**src/rtl/cic_building_blocks.sv**
```systemverilog
// Decimating CIC filter primitives (integrator, downsampler, comb) and a
// reference chain that wires N integrators, one decimator and N combs together.

module integrator #(
  parameter int DATA_WIDTH_INP = 18,
  parameter int DATA_WIDTH_OUT = 18
) (
  input  logic                             clk,
  input  logic                             reset_n,
  input  logic signed [DATA_WIDTH_INP-1:0] inp_samp_data,
  input  logic                             inp_samp_str,
  output logic signed [DATA_WIDTH_OUT-1:0] out_samp_data
);

  logic signed [DATA_WIDTH_INP-1:0] r_acc;

  // Modulo-2^W accumulation; CIC gain recovery in the combs relies on this wrap.
  always_ff @(posedge clk or negedge reset_n) begin
    if (!reset_n) begin
      r_acc <= '0;
    end else if (inp_samp_str) begin
      r_acc <= r_acc + inp_samp_data;
    end
  end

  // Hogenauer pruning: keep the MSBs, drop LSBs without rounding.
  assign out_samp_data = r_acc[DATA_WIDTH_INP-1 -: DATA_WIDTH_OUT];

endmodule

module downsampler #(
  parameter int DATA_WIDTH_INP = 18,
  parameter int CIC_R          = 10
) (
  input  logic                      clk,
  input  logic                      reset_n,
  input  logic [DATA_WIDTH_INP-1:0] inp_samp_data,
  input  logic                      inp_samp_str,
  output logic [DATA_WIDTH_INP-1:0] out_samp_data,
  output logic                      out_samp_str
);

  localparam int                CNT_W    = (CIC_R > 1) ? $clog2(CIC_R) : 1;
  localparam logic [CNT_W-1:0]  CNT_LAST = CNT_W'(CIC_R - 1);

  logic [CNT_W-1:0] r_cnt;

  always_ff @(posedge clk or negedge reset_n) begin
    if (!reset_n) begin
      r_cnt         <= '0;
      out_samp_data <= '0;
      out_samp_str  <= 1'b0;
    end else if (inp_samp_str) begin
      if (r_cnt == CNT_LAST) begin
        r_cnt         <= '0;
        out_samp_data <= inp_samp_data;
        out_samp_str  <= 1'b1;
      end else begin
        r_cnt         <= r_cnt + 1'b1;
        out_samp_str  <= 1'b0;
      end
    end else begin
      out_samp_str <= 1'b0;
    end
  end

endmodule

module comb #(
  parameter int SAMP_WIDTH = 18,
  parameter int CIC_M      = 1
) (
  input  logic                         clk,
  input  logic                         reset_n,
  input  logic                         samp_inp_str,
  input  logic signed [SAMP_WIDTH-1:0] samp_inp_data,
  output logic                         samp_out_str,
  output logic signed [SAMP_WIDTH-1:0] samp_out_data
);

  logic signed [SAMP_WIDTH-1:0] r_delay [CIC_M];

  // Difference against the sample CIC_M strobes ago; the line only shifts on a strobe.
  always_ff @(posedge clk or negedge reset_n) begin
    if (!reset_n) begin
      samp_out_str  <= 1'b0;
      samp_out_data <= '0;
      for (int k = 0; k < CIC_M; k++) begin
        r_delay[k] <= '0;
      end
    end else begin
      samp_out_str <= samp_inp_str;
      if (samp_inp_str) begin
        samp_out_data <= samp_inp_data - r_delay[CIC_M-1];
        r_delay[0]    <= samp_inp_data;
        for (int k = 1; k < CIC_M; k++) begin
          r_delay[k] <= r_delay[k-1];
        end
      end
    end
  end

endmodule

module cic_building_blocks #(
  parameter int CIC_N      = 2,
  parameter int CIC_R      = 4,
  parameter int CIC_M      = 1,
  parameter int DATA_WIDTH = 18
) (
  input  logic                         clk,
  input  logic                         reset_n,
  input  logic signed [DATA_WIDTH-1:0] i_samp_data,
  input  logic                         i_samp_str,
  output logic signed [DATA_WIDTH-1:0] o_samp_data,
  output logic                         o_samp_str
);

  logic signed [DATA_WIDTH-1:0] w_intData  [CIC_N+1];
  logic signed [DATA_WIDTH-1:0] w_combData [CIC_N+1];
  logic                         w_combStr  [CIC_N+1];
  logic        [DATA_WIDTH-1:0] w_dsData;
  logic                         w_dsStr;

  assign w_intData[0] = i_samp_data;

  // All integrators share the input strobe and each consumes the previous registered sum.
  for (genvar g = 0; g < CIC_N; g++) begin : g_int
    integrator #(
      .DATA_WIDTH_INP(DATA_WIDTH),
      .DATA_WIDTH_OUT(DATA_WIDTH)
    ) u_int (
      .clk          (clk),
      .reset_n      (reset_n),
      .inp_samp_data(w_intData[g]),
      .inp_samp_str (i_samp_str),
      .out_samp_data(w_intData[g+1])
    );
  end

  downsampler #(
    .DATA_WIDTH_INP(DATA_WIDTH),
    .CIC_R         (CIC_R)
  ) u_ds (
    .clk          (clk),
    .reset_n      (reset_n),
    .inp_samp_data(w_intData[CIC_N]),
    .inp_samp_str (i_samp_str),
    .out_samp_data(w_dsData),
    .out_samp_str (w_dsStr)
  );

  assign w_combData[0] = w_dsData;
  assign w_combStr[0]  = w_dsStr;

  for (genvar g = 0; g < CIC_N; g++) begin : g_comb
    comb #(
      .SAMP_WIDTH(DATA_WIDTH),
      .CIC_M     (CIC_M)
    ) u_comb (
      .clk          (clk),
      .reset_n      (reset_n),
      .samp_inp_str (w_combStr[g]),
      .samp_inp_data(w_combData[g]),
      .samp_out_str (w_combStr[g+1]),
      .samp_out_data(w_combData[g+1])
    );
  end

  assign o_samp_data = w_combData[CIC_N];
  assign o_samp_str  = w_combStr[CIC_N];

endmodule

```
**config.mk**
```make
export PLATFORM = sky130hd
export DESIGN_NAME = cic_building_blocks
export DESIGN_NICKNAME = d
export VERILOG_FILES = /design/src/rtl/cic_building_blocks.sv
export SDC_FILE = /design/constraint.sdc
export NUM_CORES = 1
export LEC_CHECK = 0
export ABC_AREA = 1
export CAP_MARGIN = 20
export CELL_PAD_IN_SITES_DETAIL_PLACEMENT = 1
export CELL_PAD_IN_SITES_GLOBAL_PLACEMENT = 2
export CORE_MARGIN = 10
export CORE_UTILIZATION = 38
export DETAILED_ROUTE_END_ITERATION = 8
export GPL_TIMING_DRIVEN = 1
export PLACE_DENSITY_LB_ADDON = 0.1
export REMOVE_ABC_BUFFERS = 1
export SKIP_CTS_REPAIR_TIMING = 1
export SLEW_MARGIN = 30
export SYNTH_ARGS = -nofsm -noshare
export SYNTH_HDL_FRONTEND = slang
export SYNTH_SLANG_ARGS = --single-unit
```
**constraint.sdc**
```tcl
create_clock -name clk -period 3.66 [get_ports clk]
set_clock_uncertainty 0.05 [all_clocks]
set_input_delay 0.549 -clock clk [delete_from_list [all_inputs] [get_ports clk]]
set_output_delay 0.549 -clock clk [all_outputs]
set_load 0.005 [all_outputs]
```
# Yosys cells after proc, flatten, opt, wreduce, memory -nomap -nowiden
# Index checks and enable logic that the tools add are counted.
# W data, S select, Z words.
# op_classes
addsub	5
eq_ne	1
muxes	3
reduce_logical	1
# op_table
op	count
$add A18 B18 Y18	2
$sub A18 B18 Y18	2
$add A2 B1 Y2 const B	1
$eq A2 B2 Y1 const B	1
$mux W1	2
$mux W2	1
$reduce_and A2 Y1	1
# totals
register_bits	131
in_bits	21
wordCells	21

# Longest topological paths before layout
# Gate-level depths: netlist (run 1).
# depth
depth_word	3
depth_mapped	13
mapped_depth_nobuf	13

# Cells and area by module
# From an unflattened synthesis (run 1), not the netlist that was laid out.
# hier_totals
hier_cells	1243
area_unflattened_um2	8848.5
# modules_own_cells
module	n_inst	cells_per_inst	area_per_inst_um2
comb	2	322	2343.5
integrator at g_int[1].u_int	1	254	1665.3
integrator at g_int[0].u_int	1	254	1652.8
downsampler	1	91	843.3

# Least setup slack after synthesis (run 1)
# No wires, ideal clock.
# synth_path
kind	input to register
startpoint	input i_samp_data[0]
endpoint	register g_int[0].u_int.r_acc[12]
setup_ns	0.117
arrival_ns	1.833
required_ns	3.493
path_slack_ns	1.659
path_stages	13
cell_sequence	ha_1 inv_1 fa_1 inv_1 nand2_1 o21ai_2 nand2_1 nand2_2 nand2_1 nand2_1 nand2_1 nand3_1 nand2_1
# synth_between
elab_chain_len	1
# synth_rtl
item	line_no	source
from (decl)	113	input logic signed [DATA_WIDTH-1:0] i_samp_data,
$add A18 B18 Y18	22	r_acc <= r_acc + inp_samp_data;
to (signal assigned)	22	
to (decl)	15	logic signed [DATA_WIDTH_INP-1:0] r_acc;
# No other way between the ends.
# A chain may end at the register's enable or synchronous reset.

# Final worst setup path (run 1)
# Same ends and word-level chain as after synthesis.

==> results of run 1 <==
-- kinds of logic after synthesis --
kind of cell	synth area share
DFF	0.376
and+or+nand+nor	0.319
AOI/OAI and AO/OA	0.0937
xor gates and xnor gates	0.0241
buffers and inverters	0.0781
adders and majority gates	0.108
-- cell usage after synthesis --
library cell  count
dfrtp_1         131
or2_1             1
a21oi_2           5
buf_2             7
and2_1            8
nor2_1           78
o21ai_0          83
buf_1             1
nand2_2           8
a21oi_1          49
o21ai_2           3
xor2_1            5
nand3_2           4
o21ai_1           7
a31oi_1           4
nand2_1         468
nand3b_1         20
xnor2_1          19
o22ai_1           4
buf_4             1
fa_1              4
buf_6             2
inv_1           147
nand3_1          73
clkinv_1          2
nor3_1            9
clkbuf_1         14
nand4_1           3
ha_1             69
nor2_2            1
-- worst max-delay path: cells and delay by family --
kind	cells	cell delay [ns]
buffers and inverters	3	0.62
and+or+nand+nor	8	0.61
adders and majority gates	2	0.59
AOI/OAI and AO/OA	1	0.19
-- cell type report --
| class | count | area [sq um] |
|---|---|---|
| clock inverters | 11 | 150 |
| inverters | 149 | 559 |
| multi-input cells | 925 | 4750 |
| well taps | 285 | 357 |
| fillers | 2898 | 12500 |
| flip-flops and latches | 131 | 3280 |
| repair buffers | 48 | 459 |
| clock buffers | 21 | 470 |
-- cells in the final DEF (no fill, tap or decap), drive strengths merged --
| master | n |
|---|---|
| nand4 | 3 |
| nor3 | 9 |
| nand3b | 20 |
| fa | 4 |
| ha | 69 |
| nand2 | 476 |
| bufinv | 3 |
| inv | 148 |
| dfrtp | 131 |
| clkbuf | 21 |
| a31oi | 4 |
| o22ai | 4 |
| nor2 | 79 |
| nand3 | 77 |
| and2 | 8 |
| xor2 | 5 |
| xnor2 | 19 |
| clkinvlp | 2 |
| o21ai | 93 |
| buf | 10 |
| a21oi | 54 |
| clkdlybuf4s50 | 38 |
| or2 | 1 |
| clkinv | 7 |
-- where the power goes --
part	internal (W)	switching, W	leakage [nW]
Sequential	0.00212	0.000472	1.64
Combinational	0.00249	0.00406	3.30
Clock	0.00113	0.000640	0.300
Total	0.00574	0.00517	5.24
-- layer usage --
layer,vias up,GRT usage
met5,-,0
met4,0,0.0405
met3,20,0.0252
met2,65,0.310
met1,3520,0.167
li1,3985,-
-- worst max-delay path by stage --
stage / end / slack, ns
2_1_floorplan: g_comb[0].u_comb.samp_out_data[2] / 1.56
3_3_place_gp: g_int[0].u_int.out_samp_data[12] / 0.99
3_5_place_dp: g_int[0].u_int.out_samp_data[12] / 0.89
4_1_cts: g_int[0].u_int.out_samp_data[12] / 1.34
5_1_grt: g_int[0].u_int.out_samp_data[12] / 1.17
6_report: g_int[0].u_int.out_samp_data[12] / 1.37
-- state kept, by name, indices dropped and copies added (netlist names) --
register                     count
g_comb.u_comb.r_delay           36
g_comb.u_comb.samp_out_data     36
g_comb.u_comb.samp_out_str       2
g_int.u_int.out_samp_data       36
u_ds.out_samp_data              18
u_ds.out_samp_str                1
u_ds.r_cnt                       2
-- metrics by stage --
stage / setup slack [ns] / total power (W) / cells / area [sq um] / utilization
2_1_floorplan: 1.56 / 0.00744 / 1205 / 8590 / -
3_3_place_gp: 0.992 / 0.00907 / 1538 / 9400 / 0.417
3_5_place_dp: 0.889 / 0.00927 / 1538 / 9400 / 0.417
4_1_cts: 1.34 / 0.0111 / 1570 / 10000 / 0.444
5_1_grt: 1.17 / 0.0123 / 1570 / 10000 / 0.444
6_report: 1.37 / 0.0109 / 1570 / 10000 / 0.444
==> out/qor.csv, run 1 <==
stage,metric,value,unit
synth,netlist.area_leader.share,0.376,
synth,synth_cells,1230,
critical_path,slowest_stage,clkdlybuf4s50_1,
drt,wl_met3,429,um
finish,syn_to_final_growth,15.1,%
clocking,cts_sinks,131,
drt,vias,7590,
timing,slew_violations,0,
global_route,grt_usage,0.157,
min_path,hold_path.class,in -> async,
critical_path,path_cells,clkdlybuf4s50_1 -> ha_1 -> inv_1 -> fa_1 -> inv_1 -> nand2_1 -> o21ai_2 -> nand2_1 -> nand2_2 -> nand2_1 -> nand2_1 -> nand2_1 -> nand3_1 -> nand2_1,
global_route,antenna_found_initial,0,
timing,max_freq,437,MHz
global_route,grt_overflow,0,
clocking,cts_tree,done,
timing,hold_ws,0.0691,ns
critical_path,required,3.92,ns
synth,synth_area_leaders,"dfrtp_1 (38%), nand2_1 (20%), ha_1 (9.9%)",
pwr,p_per_area,1090,nW/um^2
timing,post-route-min-period,2.29,ns
critical_path,critPathMostFrequentCell,nand2_1,
finish,post_route_cells_drive_above_1_share,0.0482,
flow_run,drv_cap,0,
pwr,peakVddDrop,278,uV
floorplan,die-area,29400,sq um
finish,fin_nets,1366,
synth,synth-seq-area-share,0.376,
timing,worstMarginPinSlew,0.731,ns
synth,avgSynthCellArea,7.08,sq um
drt,m1WireLength,9410,um
global_route,grt_pass1_vias,8135,
timing,rsz0062_at_grt,no,
drt,top_layer_used,met4,
synth,synthesis.area,8710,sq um
clocking,ctsLongestPathBuffers,2,
floorplan,start_util,0.386,
drt,drcViolationCount,0,
run_status,outcome,completed,
timing,setup_violations,0,
critical_path,startpoint,i_samp_data[0],
global_route,grt_pass1_wl,37800,um
timing,hold_violations,0,
drt,wl_met2,11800,um
clocking,clk_latency,0.42,ns
placement,routabilityCongestion,0.819,
global_route,grt_max_degree,66,
critical_path,worstPathArrival,2.54,ns
synth,synth_top_cell_by_area,dfrtp_1,
critical_path,critical-path-max-stage-delay,0.46,ns
clocking,cts-root-buf,clkbuf_16,
clocking,h-tree-depth,4,
synth,ys_seq_elements,131,
floorplan,core-area,22600,sq um
floorplan,io-pin-count,40,
critical_path,r2r_setup_slack,1.50,ns
drt,firstDrtPassIters,4,
placement,portBuffers,39,
clocking,clk_pin_slew_worst_paths,0.06,ns
floorplan,die_h,171,um
timing,fin_crit_sh,0.625,
drt,vias_per_cell,4.83,
critical_path,r2r-end,g_int[1].u_int.out_samp_data[14],
timing,relSlewSlack,0.509,
floorplan,die_w,171,um
pwr,power_leakage,5.24,nW
synth,synth_cell_types,30,
critical_path,worstPathMaxFanout,3,
clocking,numCtsBuffers,17,
critical_path,startpoint_type,primary input,
synth,yosysWarnings,0,
drt,routedWlPerCell,13.9,um
critical_path,crit_type,in -> reg,
placement,dp_hpwl,17200,um
drt,ant_nets,0,
drt,first_iter_violations,220,
critical_path,reg2reg_from,g_int[0].u_int.out_samp_data[0],
finish,antenna_cells,0,
critical_path,endpoint_kind,flip-flop,
drt,drt_wl_total,21900,um
critical_path,rr_worst_depth,13,
floorplan,rows,55,
timing,setup_tns,0,ns
No activity file was read; power rests on OpenSTA's default activity.
==> inputs of run 2 (changes only) <==
--- a/config.mk
+++ b/config.mk
@@ -10,7 +10,7 @@
 export CELL_PAD_IN_SITES_DETAIL_PLACEMENT = 1
 export CELL_PAD_IN_SITES_GLOBAL_PLACEMENT = 2
 export CORE_MARGIN = 10
-export CORE_UTILIZATION = 38
+export CORE_UTILIZATION = 32
 export DETAILED_ROUTE_END_ITERATION = 8
 export GPL_TIMING_DRIVEN = 1
 export PLACE_DENSITY_LB_ADDON = 0.1
==> constraint.sdc (replaced) <==
create_clock -name clk -period 1.8 [get_ports clk]
set_clock_uncertainty 0.05 [all_clocks]
set_input_delay 0.27 -clock clk [delete_from_list [all_inputs] [get_ports clk]]
set_output_delay 0.27 -clock clk [all_outputs]
set_load 0.005 [all_outputs]
==> run 2 against run 1 <==
The flow now finishes with violations (setup timing). Utilization grew 1.1 points. Register-to-register slack lost 1.7 ns. Critical path type is now reg -> reg. Critical path depth shrank 1. Critical endpoint is now g_int[1].u_int.out_samp_data[14]. Clock power grew 110%.
==> out/qor.csv, run 2 (synthesized netlist as in run 1, its figures left out) <==
stage,metric,value,unit
run_status,violations,setup timing,
global_route,use_met1,0.153,
critical_path,startpoint_type,flip-flop,
global_route,grt_pass1_wl,39100,um
critical_path,path_cells,ha_2 -> inv_2 -> fa_2 -> inv_2 -> nand2_4 -> a21oi_4 -> nand2_1 -> nand2_2 -> nand2_2 -> nand2_1 -> nand2_1 -> nand3_1 -> nand2_1,
timing,post-route-min-period,1.97,ns
pwr,power.internal,0.0155,W
critical_path,worstPathArrival,2.22,ns
finish,final_area,12200,sq um
timing,rsz0062_at_grt,yes,
placement,dpl_cell_area,10200,sq um
pwr,p_sw_frac,0.450,
flow_run,drv_cap,0,
critical_path,worstPathMaxFanout,4,
floorplan,io-pin-count,40,
timing,setup_ws,-0.171,ns
drt,drt_wl_total,24200,um
global_route,busiest_layer,met2,
pwr,peakVddDrop,789,uV
clocking,cts-root-buf,clkbuf_16,
drt,routedWlPerCell,14.0,um
floorplan,start_util,0.324,
pwr,finalPower,0.0282,W
pwr,power_switching,0.0127,W
floorplan,core-area,26900,sq um
drt,drcViolationCount,0,
clocking,clk_latency,0.42,ns
min_path,hold_path.class,in -> async,
timing,hold_violations,0,
global_route,grt_overflow,0,
floorplan,die_h,185,um
finish,mostFrequentLayoutCell,nand2_1,
global_route,grt_max_degree,47,
critical_path,rr_worst_depth,13,
critical_path,crit_type,reg -> reg,
global_route,antenna_found_initial,0,
placement,routabilityCongestion,0.840,
pwr,pwr-share-seq,0.198,
timing,relSlewSlack,0.516,
pwr,combPwrFrac,0.671,
clocking,numCtsBuffers,17,
finish,fillers,3274,
timing,hold_ws,0.266,ns
timing,setup_tns,-1.48,ns
finish,post_route_cells_drive_above_1_share,0.274,
critical_path,crit_buf_inv,2,
drt,vias_per_cell,4.70,
critical_path,reg2reg_from,g_int[0].u_int.out_samp_data[0],
drt,firstDrtPassIters,4,
drt,first_iter_violations,244,
critical_path,endpoint_kind,flip-flop,
critical_path,required,2.05,ns
pwr,power_leakage,5.91,nW
finish,fin_nets,1471,
timing,worstMarginPinSlew,0.721,ns
finish,reg_top3,"g_comb.u_comb.r_delay x36, g_comb.u_comb.samp_out_data x36, g_int.u_int.out_samp_data x36",
finish,antenna_cells,0,
floorplan,die_w,185,um
pwr,power_frac_clock,0.132,
timing,max_freq,507,MHz
critical_path,cp_num_cells,13,
global_route,grt_pass1_vias,8385,
critical_path,critPathMostFrequentCell,nand2_1,
finish,layout_common_cells,"nand2_1 (403), inv_1 (133), dfrtp_1 (118), buf_4 (107), o21ai_0 (79)",
finish,syn_to_final_growth,40.5,%
critical_path,slowest_stage,dfrtp_1,
clocking,h-tree-depth,4,
global_route,grt_usage,0.140,
timing,fin_crit_sh,1.09,
critical_path,startpoint,g_int[0].u_int.out_samp_data[0],
placement,portBuffers,39,
placement,dp_hpwl,18200,um
timing,slew_violations,0,
pwr,p_per_area,2300,nW/um^2
drt,ant_nets,0,
critical_path,crit_family,simple AND/OR/NAND/NOR gates,
drt,vias,8121,
run_status,outcome,finished with violations,
timing,setup_violations,13,
global_route,grt_util_met2,0.271,
placement,post-place-ws,-0.568,ns
global_route,met3_usage,0.0167,
clocking,clk_pin_slew_worst_paths,0.06,ns
floorplan,die-area,34200,sq um
floorplan,rows,60,
clocking,cts_tree,done,
clocking,cts_sinks,131,
clocking,ctsLongestPathBuffers,2,
critical_path,critical-path-max-stage-delay,0.39,ns
## run 2: changes by cell type in the layout (fill, tap and decap cells not counted), moves of 17 or more
cell     delta
nand2_1    -65
buf_4      +98
a21oi_1    -17
nand3_1    -23
nand2_2    +51
ha_1       -58
ha_4       +55
nand3_2    +18
## run 2: final timing paths
| check | end | slack (ns) |
|---|---|---|
| max in group asynchronous | g_comb[1].u_comb.samp_out_data[12] | 0.87 |
| setup reg to reg | g_int[1].u_int.out_samp_data[14] | -0.17 |
| min in group clk | g_comb[1].u_comb.samp_out_data[15] | 0.42 |
| setup / recovery | g_int[1].u_int.out_samp_data[14] | -0.17 |
| hold reg to reg | g_comb[1].u_comb.samp_out_data[15] | 0.42 |
| hold / removal | g_comb[1].u_comb.samp_out_data[2] | 0.27 |
## run 2: through the flow
stage,utilization,instances
final,0.455,1729
after global routing,0.455,1729
after CTS,0.403,1713
after detailed placement,0.379,1683
after global placement,0.379,1683
after floorplan,-,1205
## run 2: final cells by class
cell class              count  area [sq um]  share of cell area
multi-input cells         925          6020               0.492
flip-flops and latches    131          3290               0.269
repair buffers            153          1310               0.107
inverters                 149           562              0.0459
clock buffers              22           474              0.0388
well taps                 341           427              0.0349
clock inverters             8           151              0.0124
## run 2: routing by layer
layer / vias to the layer above / part of all wire
met5: - / 0
met4: 0 / 0.024
met3: 32 / 0.016
met2: 72 / 0.54
met1: 3812 / 0.42
li1: 4205 / -
## run 2: power groups by stage
stage	registers (W)	clock network, W	logic (W)
3_5_place_dp	0.00528	0	0.0154
4_1_cts	0.00525	0.00385	0.0155
2_1_floorplan	0.00511	0	0.0100
5_1_grt	0.00578	0.00395	0.0214
6_report	0.00557	0.00371	0.0189
3_3_place_gp	0.00523	0	0.0151
